<file path="src/rtl/imem_pkg.sv">
// Shared constants and address helpers for the instruction-memory arbiter.
package imem_pkg;

    localparam int          DEPTH      = 65;
    localparam int          IDX_W      = 7;
    localparam logic [31:0] NOP_INSN   = 32'h0000_0033;
    localparam logic [31:0] ECALL_INSN = 32'h0000_0073;

    // Byte address -> word index; the two byte-offset bits are ignored.
    function automatic logic [IDX_W-1:0] word_idx(input logic [31:0] addr);
        return addr[IDX_W+1:2];
    endfunction

    // The full word address is compared, so aliases above DEPTH are rejected.
    function automatic logic in_range(input logic [31:0] addr);
        return addr[31:2] < 30'(DEPTH);
    endfunction

endpackage

</file>
<file path="src/rtl/imem_addr_chk.sv">
// Converts a byte address into a memory word index plus an out-of-range flag.
module imem_addr_chk
    import imem_pkg::*;
(
    input  logic [31:0]      addr,
    output logic [IDX_W-1:0] idx,
    output logic             oor
);

    assign idx = word_idx(addr);
    assign oor = ~in_range(addr);

endmodule

</file>
<file path="src/rtl/imem_arbiter.sv">
// Arbitrates the single-ported instruction memory between the fetch port
// (priority, pipelined) and the loader port (one access outstanding, bounded wait).
module imem_arbiter
    import imem_pkg::*;
#(
    parameter int unsigned MAX_WAIT = 4
) (
    input  logic             clk,
    input  logic             rst,
    input  logic             f_req,
    input  logic [31:0]      f_addr,
    input  logic             f_flush,
    output logic             f_gnt,
    output logic             f_stall,
    output logic             f_rvalid,
    output logic [31:0]      f_rdata,
    output logic             f_err,
    input  logic             l_req,
    input  logic             l_we,
    input  logic [31:0]      l_addr,
    input  logic [31:0]      l_wdata,
    output logic             l_ack,
    output logic [31:0]      l_rdata,
    output logic             l_err,
    output logic             mem_en,
    output logic             mem_we,
    output logic [IDX_W-1:0] mem_idx,
    output logic [31:0]      mem_wdata,
    input  logic [31:0]      mem_rdata
);

    logic [IDX_W-1:0] f_idx, l_idx;
    logic             f_oor, l_oor;
    logic             l_eligible, l_gnt;
    logic [3:0]       wait_cnt;
    logic             pf, pf_err;
    logic             pl, pl_err, pl_rd;

    imem_addr_chk u_f_chk (.addr(f_addr), .idx(f_idx), .oor(f_oor));
    imem_addr_chk u_l_chk (.addr(l_addr), .idx(l_idx), .oor(l_oor));

    assign l_eligible = l_req & ~pl;
    assign f_stall    = f_req & ~f_gnt;

    // Grant selection and memory drive; loader wins when starved, fetch idle or fetch flushed.
    always_comb begin
        // NOTE: every signal gets a default first so no branch can leave one unassigned (no latch).
        l_gnt     = 1'b0;
        f_gnt     = 1'b0;
        if (rst) begin
            if (l_eligible && (wait_cnt == 4'(MAX_WAIT) || !f_req || f_flush)) begin
                l_gnt = 1'b1;
            end else if (f_req && !f_flush) begin
                f_gnt = 1'b1;
            end
        end
        mem_en    = (l_gnt & ~l_oor) | (f_gnt & ~f_oor);
        mem_we    = l_gnt & ~l_oor & l_we;
        mem_idx   = l_gnt ? l_idx : f_idx;
        mem_wdata = l_wdata;
    end

    // Responses leave the pending flags one cycle after the grant; a low rst silences them at once.
    always_comb begin
        f_rvalid = rst & pf & ~f_flush;
        f_err    = rst & pf_err;
        f_rdata  = '0;
        if (rst && pf) begin
            f_rdata = pf_err ? NOP_INSN : mem_rdata;
        end
        l_ack    = rst & pl;
        l_err    = rst & pl_err;
        l_rdata  = (rst && pl && pl_rd) ? mem_rdata : '0;
    end

    // Pending-response flags and the loader starvation counter.
    always_ff @(posedge clk) begin
        // NOTE: non-blocking assignments so every flop samples pre-edge values.
        if (!rst) begin
            pf       <= 1'b0;
            pf_err   <= 1'b0;
            pl       <= 1'b0;
            pl_err   <= 1'b0;
            pl_rd    <= 1'b0;
            wait_cnt <= '0;
        end else begin
            pf     <= f_gnt;
            pf_err <= f_gnt & f_oor;
            pl     <= l_gnt;
            pl_err <= l_gnt & l_oor;
            pl_rd  <= l_gnt & ~l_we & ~l_oor;
            if (!l_req || l_gnt) begin
                wait_cnt <= '0;
            end else if (l_eligible && wait_cnt != 4'(MAX_WAIT)) begin
                wait_cnt <= wait_cnt + 4'd1;
            end
        end
    end

endmodule
</file>
<file path="config.mk">
export PLATFORM = sky130hd
export DESIGN_NAME = imem_arbiter
export DESIGN_NICKNAME = d
export VERILOG_FILES = /design/src/rtl/imem_pkg.sv /design/src/rtl/imem_addr_chk.sv /design/src/rtl/imem_arbiter.sv
export SDC_FILE = /design/constraint.sdc
export NUM_CORES = 1
export LEC_CHECK = 0
export CAP_MARGIN = 40
export CORE_AREA = 2 2 95 97
export DETAILED_ROUTE_END_ITERATION = 10
export DIE_AREA = 0 0 97 99
export HOLD_SLACK_MARGIN = 0.06
export PLACE_DENSITY = 0.68
export SYNTH_ARGS = -nofsm -noshare
export SYNTH_HDL_FRONTEND = slang
export SYNTH_SLANG_ARGS = --single-unit
</file>
<file path="constraint.sdc">
create_clock -name clk -period 4.29 [get_ports clk]
set_input_delay 0.6435 -clock clk [delete_from_list [all_inputs] [get_ports clk]]
set_output_delay 0.6435 -clock clk [all_outputs]
set_load 0.05 [all_outputs]
</file>
After elaboration in Yosys (flattened, before gate mapping)
Cells that the tools add are included.

Add/subtract/negate cells: 1. $lt $le $gt $ge: 2. Equal/unequal tests: 2. Mux-type cells: 9. Bitwise gates (word level): 22. Reduce and logical (&&, ||, !) cells: 13.

Operator list (count): $mux W32 (3); $lt A30 B7 Y1 const B (2); $and A1 B1 Y1 (14); $mux W7 (1); $not A1 Y1 (7); $logic_and A1 B1 Y1 (6); $mux W1 (5); $add A4 B1 Y4 const B (1); $eq A4 B3 Y1 const B (1); $ne A4 B3 Y1 const B (1); $logic_not A1 Y1 (3); $logic_or A1 B1 Y1 (3); $reduce_or A2 Y1 (1); $or A1 B1 Y1 (1).

Flip-flop bits (word level): 9. Input bits: 134. Output and inout port bits: 111. Word-level logic and storage cells: 55.

Logic depth before layout (Yosys ltp)
Depth after elaboration: 8. Depth in mapped cells: 6. Mapped depth without buffers: 6.

By module
A second synthesis with hierarchy kept.

Cell total of the unflattened synthesis: 203. Area, all modules: 1512.7 µm².

Modules (own cells, without submodules): imem_arbiter (instances 1, cells each 169, area an instance 1265.0 µm², sequential area each 180.2 µm²); imem_addr_chk (instances 2, cells each 17, area an instance 123.9 µm², sequential area each 0.0 µm²).

Least setup slack after synthesis
Ideal clock, no wire load.

Kind: input -> output. Start point: in l_req. End point: out f_stall. Data arrival time: 2.909 ns. Required time: 3.647 ns. Path slack: 0.738 ns. Stages: 4. Buffers on the path: 1. Path through: nor2b_1 > clkbuf_1 > a211oi_1 > nor2b_1.

Word-level cells in the longest chain between the ends: 6.

RTL lines: start, declared (line imem_arbiter.sv:18) `input logic l_req,`; $and A1 B1 Y1 (line imem_arbiter.sv:42) `assign l_eligible = l_req & ~pl;`; $logic_and A1 B1 Y1 (line imem_arbiter.sv:51) `if (l_eligible && (wait_cnt == 4'(MAX_WAIT) || !f_req || f_flush)) begin`; $mux W1 (line imem_arbiter.sv:51); $mux W1 (line imem_arbiter.sv:50) `if (rst) begin`; named net f_gnt (line imem_arbiter.sv:13) `output logic f_gnt,`; $not A1 Y1 (line imem_arbiter.sv:43) `assign f_stall = f_req & ~f_gnt;`; $and A1 B1 Y1 (line imem_arbiter.sv:43); end, declared (line imem_arbiter.sv:14) `output logic f_stall,`.

The timed path passes the listed nets, and every way through them passes these cells.

Worst setup path in the final report
Start point: in l_req. End point: out mem_we.

Word-level cells in the longest chain between the ends: 6.

RTL lines: $and A1 B1 Y1 (line imem_arbiter.sv:42); $logic_and A1 B1 Y1 (line imem_arbiter.sv:51); $mux W1 (line imem_arbiter.sv:51); $mux W1 (line imem_arbiter.sv:50); $and A1 B1 Y1 (2 in series) (line imem_arbiter.sv:58) `mem_we = l_gnt & ~l_oor & l_we;`; end, declared (line imem_arbiter.sv:26) `output logic mem_we,`.

Every way passes these cells.

==> impl_metrics.py <==
metrics = {
    "timing": {
        "setup_viol": 0,
        "hold_viol_final": 0,
        "maxSlewHeadroom_pct": 60.2,
        "fin_crit_ps": 3860,
        "layout_setup_ws_ps": 435,
        "timing.setup.tns_ps": 0,
        "maxSlewViolCount": 0,
        "max_freq_mhz": 259,
        "rsz0062_at_grt": "false",
        "clock_skew_ps": 2.26,
        "finalCritPeriodShare_pct": 89.9,
        "tightest_slew_ps": 593,
    },
    "worst_setup_path": {
        "r2r-end": "pf_err$_SDFF_PN0_",
        "r2r_cells": 5,
        "cp_slowest_stage_delay_ps": 810,
        "crit_chain": "clkdlybuf4s50_1 > nor2b_1 > o211ai_4 > nor4b_4 > and2_1 > clkdlybuf4s50_1",
        "r2r_start": "wait_cnt[0]$_SDFFE_PP0P_",
        "ff2ff_setup_slack_ps": 2570,
        "cp-start-kind": "input port",
        "cp_data_required_time_ps": 3650,
        "crit_top_cell": "clkdlybuf4s50_1",
        "worstSetupPathType": "input port to primary output",
        "critPathLaunch": "l_req",
        "cp_data_arrival_time_ps": 3210,
        "cp_max_fo": 10,
        "end_kind": "primary output",
        "cp_slowest_cell": "clkdlybuf4s50_1",
    },
    "routing": {
        "first_pass_iters": 4,
        "wl_per_cell_um": 13.2,
        "drtAntennaViolNets": 0,
        "drt_first_iter_violations": 17,
        "drt-total-wl_um": 5780,
        "vias": 1806,
        "drcViolationCount": 0,
        "vias_per_cell": 4.12,
    },
    "clocking": {
        "hold_buffers": 0,
        "htreeDepth": 1,
        "path_clk_slew_ps": 40,
        "clock_tree.root_cell": "clkbuf_8",
        "cts_setup_buffers": 0,
        "cts_resized": 0,
        "numCtsBuffers": 3,
        "cts_tree": "built",
        "clkLatencyLatePin_ps": 230,
        "numClockSinks": 9,
        "clk_path_buf_depth": 2,
    },
    "flow_run": {
        "drv_cap": 0,
    },
    "global_routing": {
        "grt_pass1_wl_um": 8830,
        "grt-ovfl-total": 0,
        "grt_max_degree": 33,
        "gr-usage-all-layers_pct": 11.3,
        "antenna_found_initial": 0,
        "grt_pass1_vias": 1816,
    },
    "logic_synthesis": {
        "ys_warn_count": 0,
        "post_synth.cell_area_avg_um2": 7.33,
        "ys_seq_area_share_pct": 13.2,
        "ys_types": 32,
        "ys_ff_latch": 9,
        "synth_fp_nets": 322,
        "synthFlopType": "dfxtp_1",
        "synth_edf_count": 0,
        "synth_cells": 186,
        "async_flop_share_pct": 0,
        "syn_area_mm2": 0.00136,
    },
    "hold_path": {
        "holdPathStages": 2,
        "hp-class": "flip-flop to flip-flop",
        "hold_end": "wait_cnt[1]$_SDFFE_PP0P_",
        "worstHoldStart": "wait_cnt[1]$_SDFFE_PP0P_",
    },
    "power": {
        "p_total_mw": 0.388,
        "leakagePower_nw": 1.26,
        "peakVddDrop_mv": 0.105,
        "powerDensity_mw_per_mm2": 116,
    },
    "die": {
        "die_area_mm2": 0.00960,
        "coreArea_mm2": 0.00855,
        "die_height_um": 99,
        "placementRows": 34,
        "initial_core_util_pct": 15.9,
        "pin_count": 245,
        "die_x_um": 97,
    },
    "place": {
        "place_area_mm2": 0.00329,
        "dp_slack_ps": 425,
        "gp_congestion": 0.839,
        "portBuffers": 176,
        "dp.final_hpwl_um": 5090,
    },
    "final_layout": {
        "fill_cells": 857,
        "layout-drive-gt1-share_pct": 13.3,
        "antenna_cells": 0,
        "fin_util_pct": 39.0,
        "final_area_mm2": 0.00334,
        "areaGrowthSynthToFinish_pct": 145,
        "nNetsFinal": 467,
    },
    "outcome": {
        "status": "complete, no violations",
    },
}
layout by cell type (no fill, tap or decap), types with 2 or more instances in the layout:
cell type	instances
nor3_1	2
nor2_1	16
nand3_1	3
and3_1	2
buf_12	28
nor2b_1	2
dfxtp_1	9
clkdlybuf4s50_1	148
a21oi_1	2
clkbuf_8	3
xor2_1	2
ha_1	2
buf_4	2
nor4_1	10
mux2_2	7
inv_1	4
a211oi_1	2
nand4_1	2
nand2_1	5
and2_1	64
area by class of cell:
class	count	area (um^2)	area share, %
flip-flops and latches	9	180	5.40
multi-input cells	135	906	27.1
repair buffers	178	2060	61.6
well taps	108	135	4.05
inverters	4	15.0	0.450
clock buffers	4	45.0	1.35
cells in the mapped netlist (2+ instances only):
library cell   n  share of area, %
inv_1          4               1.1
nor4_1        10               4.6
nor2b_1        2              0.92
a211oi_1       2               1.1
nor2_1        16               4.4
and3_1         2              0.92
buf_4         32                18
ha_1           2               1.8
xor2_1         2               1.3
mux2_2         7               5.8
nand4_1        2              0.92
nand3_1        3               1.1
nor3_1         2              0.73
clkbuf_1       6               1.7
a21oi_1        2              0.73
and2_1        64                29
dfxtp_1        9                13
nand2_1        5               1.4
report_power, final:
| group | switching, mW | internal, mW | total [mW] |
|---|---|---|---|
| clock | 0.0328 | 0.0647 | 0.0975 |
| combinational | 0.0835 | 0.120 | 0.203 |
| sequential | 0.00159 | 0.0860 | 0.0876 |
worst max-delay path: cells and delay by family:
kind	cells	cell delay, ps
AND/OR/NAND/NOR	3	1000
AO/OA/AOI/OAI	1	270
buffers and inverters	2	1290
worst max path at each step:
stage,slack (ps),cells after the start,endpoint
6_report,430,6,mem_we
2_1_floorplan,740,4,f_stall
5_1_grt,270,6,mem_we
3_3_place_gp,500,6,mem_we
3_5_place_dp,420,6,mem_we
4_1_cts,430,6,mem_we
cell families after synthesis:
family	synth area share, %
adder cells (fa/ha/maj)	1.83
multiplexers	5.78
buffers and inverters	20.4
AND/OR/NAND/NOR	49.6
flip-flops	13.2
AO/OA/AOI/OAI	7.25
XOR/XNOR	1.93
metal layers:
metal  GRT usage (%)  up-vias  part of all wire [%]
met3            4.54        9                    13
met5               0        -                     0
li1                -      875                     -
met4            3.25        0                   1.6
met2            21.0      149                    49
met1            11.8      773                    37
flip-flops by register name (all words and copies together) (netlist names):
signal and flops:
pf 1, pf_err 1, pl 1, pl_err 1, pl_rd 1, wait_cnt 4
through the flow:
step	hold WS [ps]	std cells
floorplan	462	186
global placement	476	434
detailed placement	480	434
CTS	487	438
global route	545	438
finish	487	438
(Power assumes the default switching activity.)
==> variant: new RTL, config.mk and constraints unchanged <==
`IDX_W`: 7 -> 8.
--- a/src/rtl/imem_pkg.sv
+++ b/src/rtl/imem_pkg.sv
@@ -3,5 +3,5 @@
 
     localparam int          DEPTH      = 65;
-    localparam int          IDX_W      = 7;
+    localparam int          IDX_W      = 8;
     localparam logic [31:0] NOP_INSN   = 32'h0000_0033;
     localparam logic [31:0] ECALL_INSN = 32'h0000_0073;
Ports: changed (resized mem_idx); port bits go from 245 to 246. The function was not compared with the original's and may differ.
==> variant against the unedited design <==
Global-route usage rose by 0.47 points; critical path type unchanged; final area grew 0.34%; setup slack gained 0.28 ns; critical path depth unchanged; final cell count grew 0.68%; wire length increased by 3.9%; fmax is 7.8% higher; sequential cell count unchanged; total power is 1.2% higher; area after synthesis increased by 0.46%; non-clock buffer count up 2.
==> variant: results (changes against the unedited design) <==
[routing]
met1_length_um=2120  ; -0.38%
dr_wl_met2_um=3270  ; +15%
wl_met3_um=567  ; -22%
first_iter_violations=18  ; +1
wl_um=6000  ; +3.9%
via_count=1816  ; +0.55%

[pwr]
max-vdd-ir-drop_v=0.000126  ; +20%
power.internal_mw=0.270  ; -0.26%
p_leak_nw=1.28  ; +1.3%

[grt]
grt_pass1_wl_um=9270  ; +4.9%
first_global_vias=1905  ; +4.9%
grt_usage=0.118  ; +0.00475
use_met3=0.0326  ; -0.0128
met1_usage=0.117  ; -0.000854
grtUsageMet2=0.245  ; +0.0342

[placement]
portBuffers=177  ; +0.57%
dp.cells=437  ; +0.69%
gp_congestion=0.817  ; -2.6%
place_ws_ns=0.724  ; +0.300 ns

[worst_setup_path]
cp_max_fo=11  ; +1
r2r_slack_ns=2.61  ; +0.04 ns
reg2reg_to=pl_rd

[synth]
synthDistinctLibCells=33  ; +3.1%
yosysSeqAreaShare=0.132  ; -0.000603
synth_cells=188  ; +1.1%
synthTopCellsByCount=and2_1 (64), buf_4 (33), nor2_1 (16)
yosys-top-cells-area=and2_1 (29%), buf_4 (18%), dfxtp_1 (13%)
synth_top_area_share=0.292  ; -0.00134

[timing]
worstMarginPinSlew_ns=0.565  ; -0.0283 ns

[status]
status=completed

[final_layout]
num-nets-final=470  ; +0.64%

-- variant: worst max-delay path: cells and delay by family --
kind	cells	cell delay, ns
buffers and inverters	3	1.40
AO/OA/AOI/OAI	1	0.16
multiplexers	1	0.34
AND/OR/NAND/NOR	1	0.38
-- variant: area by class of cell --
type	instances	area (µm²)	area share
Multi-Input combinational cell	136	903	0.270
Clock inverter	1	5.00	0.00149
Inverter	4	15.0	0.00448
Timing Repair Buffer	180	2070	0.618
Tap cell	108	135	0.0403
Clock buffer	3	41.3	0.0123
Sequential cell	9	180	0.0538
-- variant: cells by family after synthesis --
group / count (synthesis) / synth area share
xor gates and xnor gates: 3 / 0.0192
muxes: 8 / 0.0658
buffers and inverters: 43 / 0.209
DFF: 9 / 0.132
and+or+nand+nor: 113 / 0.494
adders and majority gates: 2 / 0.0183
AOI/OAI and AO/OA: 10 / 0.0621
